<file path="src/rtl/mp_add_seq_pkg.sv">
// Shared types and helpers for the multi-precision add/subtract sequencer.
package mp_add_pkg;

    typedef enum logic [1:0] {
        IDLE = 2'd0,
        RUN  = 2'd1,
        DONE = 2'd2
    } mp_add_state_t;

    // Word-index width; a single-word operand still needs a 1-bit index.
    function automatic int clog2_min1(input int n);
        return (n <= 2) ? 1 : $clog2(n);
    endfunction

endpackage

</file>
<file path="src/rtl/mp_add_seq_if.sv">
// Start/result handshake and operand/result bus of mp_add_seq.
// Both handshakes transfer on a rising clock edge where valid && ready; the
// sender must hold valid and its payload until that edge, and the receiver
// may raise or drop ready freely.
interface mp_add_seq_if
    import mp_add_pkg::*;
#(
    parameter int DATA_WIDTH = 4,
    parameter int NUM_WORDS  = 4
);
    localparam int TOTAL_W = DATA_WIDTH * NUM_WORDS;

    logic               start_valid_in;
    logic               start_ready_out;
    logic [TOTAL_W-1:0] a_in;
    logic [TOTAL_W-1:0] b_in;
    logic               carry_in;
    logic               sub_in;
    logic [TOTAL_W-1:0] sum_out;
    logic               carry_out;
    logic               overflow_out;
    logic               done_valid_out;
    logic               done_ready_in;
    logic               busy_out;
    mp_add_state_t      state_dbg;
    logic               sub_mode_dbg;

    modport slave (
        input  start_valid_in, a_in, b_in, carry_in, sub_in, done_ready_in,
        output start_ready_out, sum_out, carry_out, overflow_out,
               done_valid_out, busy_out, state_dbg, sub_mode_dbg
    );

    modport master (
        output start_valid_in, a_in, b_in, carry_in, sub_in, done_ready_in,
        input  start_ready_out, sum_out, carry_out, overflow_out,
               done_valid_out, busy_out, state_dbg, sub_mode_dbg
    );

endinterface

</file>
<file path="src/rtl/carry_look_ahead_adder.sv">
// Purely combinational DATA_WIDTH-bit carry-lookahead adder; every carry is a
// flat sum-of-products of generate/propagate terms and the carry input.
module carry_look_ahead_adder #(
    parameter int DATA_WIDTH = 4
) (
    input  logic [DATA_WIDTH-1:0] a_in,
    input  logic [DATA_WIDTH-1:0] b_in,
    input  logic                  carry_in,
    output logic [DATA_WIDTH-1:0] sum_out,
    output logic                  carry_out
);

    logic [DATA_WIDTH-1:0] gen;
    logic [DATA_WIDTH-1:0] prop;
    logic [DATA_WIDTH:0]   carry;
    logic                  acc;
    logic                  prod;

    assign gen  = a_in & b_in;
    assign prop = a_in ^ b_in;

    // carry[i+1] = g[i] | p[i]g[i-1] | ... | p[i]..p[0]cin
    always_comb begin
        carry    = '0;
        acc      = 1'b0;
        prod     = 1'b0;
        carry[0] = carry_in;
        for (int i = 0; i < DATA_WIDTH; i++) begin
            acc  = gen[i];
            prod = prop[i];
            for (int j = i - 1; j >= 0; j--) begin
                acc  = acc | (prod & gen[j]);
                prod = prod & prop[j];
            end
            carry[i+1] = acc | (prod & carry_in);
        end
    end

    assign sum_out   = prop ^ carry[DATA_WIDTH-1:0];
    assign carry_out = carry[DATA_WIDTH];

endmodule

</file>
<file path="src/rtl/mp_add_seq.sv">
// Multi-precision add/subtract: one DATA_WIDTH-bit adder walked over NUM_WORDS
// words, least-significant first, with the inter-word carry held in a register.
module mp_add_seq
    import mp_add_pkg::*;
#(
    parameter int DATA_WIDTH = 4,
    parameter int NUM_WORDS  = 4
) (
    input  logic        clk_in,
    input  logic        rst_n_in,
    mp_add_seq_if.slave bus
);

    localparam int TOTAL_W = DATA_WIDTH * NUM_WORDS;
    localparam int IDX_W   = clog2_min1(NUM_WORDS);

    localparam logic [1:0]       S_IDLE   = IDLE;
    localparam logic [1:0]       S_RUN    = RUN;
    localparam logic [1:0]       S_DONE   = DONE;
    localparam logic [IDX_W-1:0] LAST_IDX = IDX_W'(NUM_WORDS - 1);

    logic [1:0]         state_q, state_d;
    logic [TOTAL_W-1:0] op_a_q, op_a_d;
    logic [TOTAL_W-1:0] op_b_q, op_b_d;
    logic               carry_q, carry_d;
    logic [IDX_W-1:0]   idx_q, idx_d;
    logic               sub_q, sub_d;
    logic [TOTAL_W-1:0] sum_q, sum_d;
    logic               cout_q, cout_d;
    logic               ovf_q, ovf_d;

    logic [DATA_WIDTH-1:0] word_a;
    logic [DATA_WIDTH-1:0] word_b;
    logic [DATA_WIDTH-1:0] word_sum;
    logic                  word_cout;
    logic                  last_word;

    assign word_a    = op_a_q[int'(idx_q) * DATA_WIDTH +: DATA_WIDTH];
    assign word_b    = op_b_q[int'(idx_q) * DATA_WIDTH +: DATA_WIDTH];
    assign last_word = (idx_q == LAST_IDX);

    carry_look_ahead_adder #(
        .DATA_WIDTH (DATA_WIDTH)
    ) u_cla (
        .a_in      (word_a),
        .b_in      (word_b),
        .carry_in  (carry_q),
        .sum_out   (word_sum),
        .carry_out (word_cout)
    );

    always_comb begin
        state_d = state_q;
        op_a_d  = op_a_q;
        op_b_d  = op_b_q;
        carry_d = carry_q;
        idx_d   = idx_q;
        sub_d   = sub_q;
        sum_d   = sum_q;
        cout_d  = cout_q;
        ovf_d   = ovf_q;
        case (state_q)
            S_IDLE: begin
                if (bus.start_valid_in) begin
                    // Subtraction is A + ~B + 1: invert B once here, seed carry with 1.
                    op_a_d  = bus.a_in;
                    op_b_d  = bus.sub_in ? ~bus.b_in : bus.b_in;
                    carry_d = bus.sub_in ? 1'b1 : bus.carry_in;
                    idx_d   = '0;
                    sub_d   = bus.sub_in;
                    state_d = S_RUN;
                end
            end
            S_RUN: begin
                sum_d[int'(idx_q) * DATA_WIDTH +: DATA_WIDTH] = word_sum;
                carry_d = word_cout;
                if (last_word) begin
                    cout_d  = word_cout;
                    ovf_d   = (op_a_q[TOTAL_W-1] == op_b_q[TOTAL_W-1]) &&
                              (word_sum[DATA_WIDTH-1] != op_a_q[TOTAL_W-1]);
                    idx_d   = '0;
                    state_d = S_DONE;
                end else begin
                    idx_d = idx_q + 1'b1;
                end
            end
            S_DONE: begin
                if (bus.done_ready_in) begin
                    state_d = S_IDLE;
                end
            end
            default: begin
                state_d = S_IDLE;
            end
        endcase
    end

    always_ff @(posedge clk_in or negedge rst_n_in) begin
        if (!rst_n_in) begin
            state_q <= S_IDLE;
            op_a_q  <= '0;
            op_b_q  <= '0;
            carry_q <= 1'b0;
            idx_q   <= '0;
            sub_q   <= 1'b0;
            sum_q   <= '0;
            cout_q  <= 1'b0;
            ovf_q   <= 1'b0;
        end else begin
            state_q <= state_d;
            op_a_q  <= op_a_d;
            op_b_q  <= op_b_d;
            carry_q <= carry_d;
            idx_q   <= idx_d;
            sub_q   <= sub_d;
            sum_q   <= sum_d;
            cout_q  <= cout_d;
            ovf_q   <= ovf_d;
        end
    end

    assign bus.start_ready_out = (state_q == S_IDLE);
    assign bus.done_valid_out  = (state_q == S_DONE);
    assign bus.busy_out        = (state_q == S_RUN) || (state_q == S_DONE);
    assign bus.sum_out         = sum_q;
    assign bus.carry_out       = cout_q;
    assign bus.overflow_out    = ovf_q;
    assign bus.state_dbg       = mp_add_state_t'(state_q);
    assign bus.sub_mode_dbg    = sub_q;

endmodule

</file>
<file path="src/flat_wrapper.sv">
// flat-port wrapper written by rule: the top's interface ports become plain ports
module mp_add_seq_flat import mp_add_pkg::*;
#(
    parameter int DATA_WIDTH = 4,
    parameter int NUM_WORDS  = 4
)
  (clk_in, rst_n_in, bus_start_valid_in, bus_a_in, bus_b_in, bus_carry_in, bus_sub_in, bus_done_ready_in, bus_start_ready_out, bus_sum_out, bus_carry_out, bus_overflow_out, bus_done_valid_out, bus_busy_out, bus_state_dbg, bus_sub_mode_dbg);
  mp_add_seq_if #(.DATA_WIDTH(DATA_WIDTH), .NUM_WORDS(NUM_WORDS)) bus_i ();
  input  logic clk_in;
  input  logic rst_n_in;
  input wire logic [$bits(bus_i.start_valid_in)-1:0] bus_start_valid_in;
  input wire logic [$bits(bus_i.a_in)-1:0] bus_a_in;
  input wire logic [$bits(bus_i.b_in)-1:0] bus_b_in;
  input wire logic [$bits(bus_i.carry_in)-1:0] bus_carry_in;
  input wire logic [$bits(bus_i.sub_in)-1:0] bus_sub_in;
  input wire logic [$bits(bus_i.done_ready_in)-1:0] bus_done_ready_in;
  output wire logic [$bits(bus_i.start_ready_out)-1:0] bus_start_ready_out;
  output wire logic [$bits(bus_i.sum_out)-1:0] bus_sum_out;
  output wire logic [$bits(bus_i.carry_out)-1:0] bus_carry_out;
  output wire logic [$bits(bus_i.overflow_out)-1:0] bus_overflow_out;
  output wire logic [$bits(bus_i.done_valid_out)-1:0] bus_done_valid_out;
  output wire logic [$bits(bus_i.busy_out)-1:0] bus_busy_out;
  output wire logic [$bits(bus_i.state_dbg)-1:0] bus_state_dbg;
  output wire logic [$bits(bus_i.sub_mode_dbg)-1:0] bus_sub_mode_dbg;
  assign bus_i.start_valid_in = bus_start_valid_in;
  assign bus_i.a_in = bus_a_in;
  assign bus_i.b_in = bus_b_in;
  assign bus_i.carry_in = bus_carry_in;
  assign bus_i.sub_in = bus_sub_in;
  assign bus_i.done_ready_in = bus_done_ready_in;
  assign bus_start_ready_out = bus_i.start_ready_out;
  assign bus_sum_out = bus_i.sum_out;
  assign bus_carry_out = bus_i.carry_out;
  assign bus_overflow_out = bus_i.overflow_out;
  assign bus_done_valid_out = bus_i.done_valid_out;
  assign bus_busy_out = bus_i.busy_out;
  assign bus_state_dbg = bus_i.state_dbg;
  assign bus_sub_mode_dbg = bus_i.sub_mode_dbg;
  mp_add_seq #(.DATA_WIDTH(DATA_WIDTH), .NUM_WORDS(NUM_WORDS)) u_core (.clk_in(clk_in), .rst_n_in(rst_n_in), .bus(bus_i));
endmodule
</file>
<file path="config.mk">
export PLATFORM = sky130hd
export DESIGN_NAME = mp_add_seq_flat
export DESIGN_NICKNAME = d
export VERILOG_FILES = /design/src/rtl/mp_add_seq_pkg.sv /design/src/rtl/mp_add_seq_if.sv /design/src/rtl/carry_look_ahead_adder.sv /design/src/rtl/mp_add_seq.sv /design/src/flat_wrapper.sv
export SDC_FILE = /design/constraint.sdc
export NUM_CORES = 1
export LEC_CHECK = 0
export CAP_MARGIN = 20
export CORE_MARGIN = 5
export CORE_UTILIZATION = 45
export CTS_BUF_LIST = sky130_fd_sc_hd__clkbuf_16
export DETAILED_ROUTE_END_ITERATION = 6
export GPL_ROUTABILITY_DRIVEN = 0
export PLACE_DENSITY_LB_ADDON = 0.15
export SLEW_MARGIN = 5
export SYNTH_ARGS = -nofsm -noshare
export SYNTH_HDL_FRONTEND = slang
export SYNTH_SLANG_ARGS = --single-unit
export TNS_END_PERCENT = 100
</file>
<file path="constraint.sdc">
create_clock -name clk_in -period 2.6 [get_ports clk_in]
set_clock_uncertainty 0.15 [all_clocks]
set_input_delay 0.26 -clock clk_in [delete_from_list [all_inputs] [get_ports clk_in]]
set_output_delay 0.26 -clock clk_in [all_outputs]
set_load 0.02 [all_outputs]
</file>
# ---- Word level (Yosys, flattened, before mapping)
# Cells that the tools add are included.
dict set report word_totals {
  regBits 56
  in_bits 38
  out_inout_bits 24
  word_cells 73
}
dict set report classes {
  addsub 2
  n_eq_ne 8
  shifts 4
  n_mux 12
  bitwise 30
  n_reduce_logical 8
}
# op n
set ops {}
lappend ops {{negation 4 -> 33 bit} 1}
lappend ops {{variable shift 4 x 33 -> 16 bit (first input constant)} 1}
lappend ops {{variable part select 4 x 33 -> 16 bit} 1}
lappend ops {{variable part select 16 x 5 -> 4 bit} 2}
lappend ops {{AND 1 bit} 16}
lappend ops {{bitwise mux 16 bit} 1}
lappend ops {{two-way mux 16 bit} 1}
lappend ops {{NOT 16 bit} 1}
lappend ops {{two-way mux 2 bit} 5}
lappend ops {{OR 1 bit} 10}
lappend ops {{bitwise XOR 4 bit} 2}
lappend ops {{case mux 2 bit (3 select lines)} 1}
lappend ops {{AND reduction 2 bit} 3}
lappend ops {{AND 4 bit} 1}
lappend ops {{== test 2 bit (second input constant)} 2}
lappend ops {{!= test 2 bit (second input constant)} 2}
lappend ops {{case mux 2 bit (2 select lines)} 1}
lappend ops {{AND reduction 3 bit} 1}
lappend ops {{adder 2 x 1 -> 2 bit (second input constant)} 1}
lappend ops {{== test 2 x 1 -> 1 bit (second input constant)} 1}
lappend ops {{zero test 2 bit} 1}
lappend ops {{two-way mux 1 bit} 2}
lappend ops {{!= test 2 x 1 -> 1 bit (second input constant)} 1}
lappend ops {{case mux 1 bit (2 select lines)} 1}
lappend ops {{5 further kinds} 5}

# ---- Depth between registers and ports, before layout
# Gate-level depths: netlist (run 1).
dict set report depth {
  depth_word 9
  ltp_mapped 7
}

# ---- Modules after synthesis
# Synthesis (run 1) repeated with hierarchy kept, for this count alone.
dict set report unflattened {
  hier_cells 227
  area_unflattened_um2 2822.7
}
# mod instances cells_each area_each_um2
set modules_own_cells {}
lappend modules_own_cells {mp_add_seq 1 210 2675.1}
lappend modules_own_cells {carry_look_ahead_adder 1 17 147.6}

# ---- Least setup slack after synthesis (run 1)
# No wires, ideal clock.
dict set report synth_path {
  path_kind {register -> register}
  startpoint {register u_core.idx_q[0]}
  endpoint {register u_core.ovf_q, in the netlist u_core.bus.overflow_out}
  t_arrival_ps 2360
  path_slack_ps -36
  path_stages_with_launch 8
  n_path_buf 1
  synth_period_minus_slack_ps 2636
  path_cell_list {dfrtp_1 > buf_2 > mux4_2 > ha_1 > a211oi_1 > o21a_1 > nor3_2 > a221o_1}
}
dict set report synth_via {
  elab_chain_cells 9
  elab_cells_between_ends 17
  classes_between {eq/ne: 2; shift: 2; bitwise: 11; reduce/logical: 2}
}
# item line
set synth_lines {}
lappend synth_lines {{start: declaration} mp_add_seq.sv:26} ;# logic [IDX_W-1:0] idx_q, idx_d;
lappend synth_lines {{start signal: assignment} mp_add_seq.sv:114} ;# idx_q <= idx_d;
lappend synth_lines {{variable part select 16 x 5 -> 4 bit (on tied branches)} {mp_add_seq.sv:38, mp_add_seq.sv:39}}
lappend synth_lines {{bitwise XOR 4 bit or AND 4 bit (tied branches)} {carry_look_ahead_adder.sv:20, carry_look_ahead_adder.sv:19}}
lappend synth_lines {{AND 1 bit (on tied branches)} {carry_look_ahead_adder.sv:32, carry_look_ahead_adder.sv:33}}
lappend synth_lines {{OR 1 bit, or another cell as far along} carry_look_ahead_adder.sv:32} ;# acc = acc | (prod & gen[j]);
lappend synth_lines {{OR 1 bit or AND 1 bit (tied branches)} {carry_look_ahead_adder.sv:32, carry_look_ahead_adder.sv:35}}
lappend synth_lines {{OR 1 bit} carry_look_ahead_adder.sv:35} ;# carry[i+1] = acc | (prod & carry_in);
lappend synth_lines {{bitwise XOR 4 bit} carry_look_ahead_adder.sv:39} ;# assign sum_out = prop ^ carry[DATA_WIDTH-1:0];
lappend synth_lines {{!= test 1 bit} mp_add_seq.sv:80} ;# (word_sum[DATA_WIDTH-1] != op_a_q[TOTAL_W-1]);
lappend synth_lines {{logical AND 1 bit} mp_add_seq.sv:79} ;# ovf_d = (op_a_q[TOTAL_W-1] == op_b_q[TOTAL_W-1]) &&
lappend synth_lines {{end signal: assignment} mp_add_seq.sv:118} ;# ovf_q <= ovf_d;
lappend synth_lines {{end: declaration} mp_add_seq.sv:30} ;# logic ovf_q, ovf_d;
# Parallel ways exist; a longest one is shown, timed or not.
# A chain may end at the register's enable or synchronous reset.

# ---- Worst setup path in the final report (run 1)
# Same ends and word-level chain as after synthesis.

==> metrics.txt, run 1 <==
VDD IR-drop max 0.639 mV; Syn Nets between 200 and 300; PortBufs 61; clock buffer depth 2; final hold viol count 0; Clock Root Buffer clkbuf_16; drt total wl 5600 um; Detail Placement HPWL 4310 um; number of synthesized flops with an enable pin 0; FF/Latch Area 0.00140 mm2; CORE AREA ~0.006 mm2; status finished clean; fill cell count between 400 and 500; area taken by multi-input logic gates about 0.0014 mm2; Vias about 2,000; Post-DRT Antenna Nets 0; area share of the largest cell type after synthesis 50.2%; Synth Warn # 0; syn_area_per_cell approximately 12 um2; DIE AREA around 0.008 mm2; H-tree Lvls 2; ratio of final minimum period to clock period a little over nine tenths; area grow syn2layout 35.0%; cell taking the most area after synthesis dfrtp_1; Clk pin slew, worst setup/hold paths 0.07 ns; fmax ~400 MHz; synth top area cells dfrtp_1 (50%), mux2_2 (6.9%), mux4_2 (6.5%), ha_1 (6.3%), xnor2_1 (5.7%); max-cap viol count 0; Post-route DRC 0; Worst-Margin Slew around 0.87 ns; GR Overflow Total 0; CTS tree built; Top Usage Layer GRT met2; fin nets 360; met3 Usage GRT under 10%; top-count cell post-synth dfrtp_1; cts bufs inserted 5; Starting DRT DRC Count between 80 and 90; Sink Count 56; worst endpoint required time around 2.6 ns; Setup Crit Path Kind flop to flop; Chip Width 88.7 um; RSZ-0062 raised after global routing true; max-slew violation count 0; worst endpoint data arrival time roughly 2.5 ns; placed cell count 373; final setup violation count 0; Site Rows 28; Yosys reg bits 56; first-pass GRT wire length approximately 9600 um; count of different cell masters after synthesis 33; fraction of registers with async set/reset between 90% and 100%; DRT Pass-1 Iters 4; routed len/inst around 15 um; synth cell count leaders dfrtp_1 (56), nand2_1 (30), o21ai_0 (22), xnor2_1 (18), mux2_2 (17); synthesized area around 0.0028 mm2; Hold Crit Class flop to flop; top_reg_cell synth dfrtp_1; Final Non-Filler Cells between 300 and 400; Seq/Total Area, Yosys 50.2%; largest net degree at the start of global routing 50; Die H ~89 um; diodes inserted 0; via/cell ratio around 5.1; Initial Util between 40% and 50%; M2 GR Usage ~26%; Crit Path Max Fanout 11; minimum clock period 2.51 ns; number of global-route vias before repair 1,983; initial antenna violation count 0; global routing usage on met1 20.8%; leak pwr ~1.6 nW; PwrDens 1380 mW/mm2; Startpoint Class flop; # IOs between 60 and 70; GRT Total Usage 15.6%; slew margin rel. a little over two fifths; Clock Latency Late Sink between 0.2 and 0.3 ns; layout cells sized above 1 16.2%; final hold slack between 0.3 and 0.4 ns; kind of end point of the critical path flop; Cells after Synth between 200 and 250
[final timing paths]
check / from / end / slack [ns] / cells after the start
hold reg to reg: u_core.bus.sum_out[1] / u_core.bus.sum_out[1] / 0.33 / 2
max in group asynchronous: rst_n_in / u_core.op_b_q[7] / 1.12 / 3
setup / recovery: u_core.idx_q[0] / u_core.bus.overflow_out / 0.09 / 7
hold / removal: u_core.bus.sum_out[1] / u_core.bus.sum_out[1] / 0.33 / 2
min in group asynchronous: rst_n_in / u_core.op_a_q[0] / 0.47 / 2
setup reg to reg: u_core.idx_q[0] / u_core.bus.overflow_out / 0.09 / 7
[metal layers]
layer / share of wire [%] / wire, um / up-vias
li1: - / - / 981
met1: 45 / 2500 / 939
met2: 49 / 2770 / 38
met3: 4.9 / 274 / 4
met4: 0.93 / 52 / 0
met5: 0 / 0 / -
[sequential cells by signal (all words and copies together) (netlist names)]
| name | flops |
|---|---|
| u_core.bus.carry_out | 1 |
| u_core.idx_q | 2 |
| u_core.bus.overflow_out | 1 |
| u_core.carry_q | 1 |
| u_core.op_b_q | 16 |
| u_core.bus.sum_out | 16 |
| u_core.bus.sub_mode_dbg | 1 |
| u_core.op_a_q | 16 |
| u_core.bus.state_dbg | 2 |
[power breakdown]
part	total [W]	switching, W	internal [W]
clock	0.000738	0.000289	0.000449
sequential	0.00153	0.000257	0.00127
combinational	0.00295	0.00150	0.00145
[placed cells by master, fill, tap and decap left out, drive strengths merged, types with 2 or more instances in the layout]
| master | netlist | routed |
|---|---|---|
| clkdlybuf4s50 | 0 | 60 |
| dfrtp | 56 | 56 |
| nand2 | 30 | 30 |
| o21ai | 22 | 22 |
| xnor2 | 18 | 18 |
| mux2 | 17 | 17 |
| ha | 14 | 14 |
| a22o | 10 | 10 |
| buf | 7 | 10 |
| inv | 8 | 9 |
| a21oi | 9 | 9 |
| mux4 | 8 | 8 |
| nor2 | 8 | 8 |
| clkbuf | 3 | 5 |
| nor2b | 4 | 4 |
| nand3 | 3 | 3 |
| o31ai | 3 | 3 |
| nor3 | 3 | 3 |
| nand2b | 2 | 2 |
| a32o | 2 | 2 |
[timing repair]
| action | CTS | global route |
|---|---|---|
| hold buffers | 1 | 0 |
| pin swaps | 0 | 1 |
| gates resized for setup | 0 | 7 |
| endpoints found under the hold margin | 38 | 0 |
| setup endpoints to repair | 1 | 12 |
| setup buffers | 1 | 0 |
[worst max-delay path, cell delays in order (launching register included)]
cell and delay, ns:
dfrtp_1 0.39, buf_12 0.16, mux4_2 0.55, ha_4 0.32, o21ai_0 0.09, o21a_1 0.23
o31a_1 0.24, a221o_1 0.26
[logic make-up (layout without fill, tap and decap cells)]
group	Yosys count	after routing	share of synthesized area, %
xor+xnor	18	18	5.65
flops	56	56	50.2
simple gates	54	54	8.79
fa+ha+maj	15	15	7.00
compound gates	53	53	12.2
buf+inv	18	87	2.83
mux	25	25	13.3
[cell type report]
type                       instances  share of cell area, %
clock inverter                     3                   1.03
clock buffer                       5                   3.32
sequential                        56                   37.2
inverter                           8                  0.797
tap                               75                   2.49
timing repair buffer              71                   18.8
multi-input combinational        165                   36.3
[metrics by stage]
stage | setup slack (ns) | power, W | util, % | area (um2) | TNS [ns]
2_1_floorplan | 0.0453 | 0.00330 | - | 2790 | 0
3_3_place_gp | 0.0871 | 0.00416 | 58.9 | 3530 | 0
3_5_place_dp | 0.00854 | 0.00424 | 58.9 | 3530 | 0
4_1_cts | 0.00110 | 0.00502 | 61.9 | 3710 | 0
5_1_grt | -0.00687 | 0.00565 | 62.9 | 3770 | -0.00687
6_report | 0.0946 | 0.00521 | 62.9 | 3770 | 0
Note: power is estimated with default switching activity, not from simulation.
==> run 2: changes to the inputs <==
--- a/config.mk
+++ b/config.mk
@@ -7,9 +7,10 @@
 export LEC_CHECK = 0
 export CAP_MARGIN = 20
 export CORE_MARGIN = 5
-export CORE_UTILIZATION = 45
+export CORE_UTILIZATION = 57
 export CTS_BUF_LIST = sky130_fd_sc_hd__clkbuf_16
 export DETAILED_ROUTE_END_ITERATION = 6
+export DONT_BUFFER_PORTS = 1
 export GPL_ROUTABILITY_DRIVEN = 0
 export PLACE_DENSITY_LB_ADDON = 0.15
 export SLEW_MARGIN = 5
==> metrics.txt, run 2 (same netlist as run 1, synthesis figures left out) <==
status finished clean; slew margin rel. between 60% and 70%; dpl ws ~0.066 ns; depth of the most critical reg-to-reg path 7; GR Overflow Total 0; PortBufs 0; ratio of final minimum period to clock period just under 100%; DIE AREA roughly 0.0064 mm2; fin nets between 300 and 400; Post-DRT Antenna Nets 0; Post-route DRC 0; Sink Count 56; Switch Pwr roughly 0.0020 W; VDD IR-drop max 0.777 mV; cts bufs inserted 5; diodes inserted 0; Hold Crit Class primary input to flop; Clk pin slew, worst setup/hold paths 0.07 ns; Detail Placement HPWL 3890 um; Gate power share 49.3%; Final Util between 60% and 70%; final setup violation count 0; Worst Hold Depth 2; initial antenna violation count 0; fmax ~390 MHz; flop2flop setup slack 0.07 ns; drt total wl 5430 um; area grow syn2layout 18.3%; via/cell ratio about 5.5; commonest cells after routing, fill and taps aside dfrtp_1 (56), nand2_1 (30), o21ai_0 (22), xnor2_1 (18), dlygate4sd3_1 (18); clock share of power around 15%; sequential share of power 35.3%; clock buffer depth 2; CORE AREA between 0.004 and 0.005 mm2; Site Rows 25; Clock Latency Late Sink 0.29 ns; first-pass GRT wire length about 8900 um; final hold slack ~0.0038 ns; final hold viol count 0; internal power between 0.002 and 0.003 W; layout cells sized above 1 between 10% and 20%; kind of end point of the critical path flop; Worst-Margin Slew 0.528 ns; Initial Util about three fifths; # IOs 62; setup ws final ~0.066 ns; CTS tree built; Sw Share about 40%; most common cell after layout, fill and taps aside dfrtp_1; PwrDens between 1000 and 1500 mW/mm2; GRT Total Usage approximately 18%; DRT Pass-1 Iters 4; Vias 1,812; max-cap viol count 0; worst endpoint data arrival time approximately 2.6 ns; Starting DRT DRC Count 75; Die H between 70 and 80 um; minimum clock period approximately 2.5 ns; Chip Width approximately 80 um; largest net degree at the start of global routing 57; Clock Root Buffer clkbuf_16; number of global-route vias before repair approximately 1,800; fill cell count between 300 and 400; Pwr Total between 0.004 and 0.005 W; worst endpoint required time ~2.6 ns; Startpoint Class flop; Crit Path Max Fanout 5; routed len/inst approximately 16 um; H-tree Lvls 2; leak pwr approximately 1.4 nW; Setup Crit Path Kind flop to flop; max-slew violation count 0
run 2: cell types whose count changed in the layout (fill, tap and decap cells not counted), sizes merged:
cell	previous run	this run
clkdlybuf4s50	60	0
clkinvlp	0	1
inv	9	8
dlygate4sd3	1	18
buf	10	8
run 2: final cells by class:
cell class | instances | area [um2] | share of cell area [%]
tap | 67 | 83.8 | 2.54
sequential | 56 | 1400 | 42.5
clock buffer | 5 | 125 | 3.79
inverter | 8 | 30.0 | 0.910
timing repair buffer | 26 | 273 | 8.26
multi-input combinational | 165 | 1350 | 40.8
clock inverter | 3 | 42.5 | 1.29
run 2: layer usage:
metal	part of all wire [%]	global-route usage [%]
met1	45	23.6
met2	49	29.8
met3	5.2	4.06
met4	0.85	4.39
met5	0	0
run 2: power groups by stage:
stage / Sequential [W] / Clock (W) / Combinational, W
6_report: 0.00171 / 0.000743 / 0.00239
2_1_floorplan: 0.00161 / 0 / 0.00169
3_3_place_gp: 0.00172 / 0 / 0.00212
4_1_cts: 0.00172 / 0.000753 / 0.00222
5_1_grt: 0.00176 / 0.000791 / 0.00264
3_5_place_dp: 0.00173 / 0 / 0.00216
run 2: worst max-delay path: stages (launching register included):
cell	delay, ns
dfrtp_1	0.40
buf_4	0.16
mux4_2	0.56
ha_4	0.28
a211oi_1	0.27
o21a_1	0.21
nor3_4	0.07
a221o_1	0.32
run 2: worst paths after layout:
check | end | startpoint
setup / recovery | u_core.bus.overflow_out | u_core.idx_q[0]
hold / removal | u_core.op_b_q[9] | bus_b_in[9]
setup reg to reg | u_core.bus.overflow_out | u_core.idx_q[0]
hold reg to reg | u_core.op_b_q[2] | u_core.op_b_q[2]
max in group asynchronous | u_core.idx_q[1] | rst_n_in
min in group asynchronous | u_core.bus.sum_out[15] | rst_n_in
run 2: repair_timing:
action                                 4_1_cts  5_1_grt
endpoints found under the hold margin       73        0
setup endpoints to repair                    0        9
gates resized for setup                      0        4
hold buffers                                19        0
setup buffers                                0        1
run 2: through the flow:
stage	TNS (ns)	std cells	area (um2)
after floorplan	0	239	2790
after global placement	0	302	2880
after detailed placement	0	302	2880
after CTS	0	329	3260
after global routing	-0.0300	330	3300
final	0	330	3300
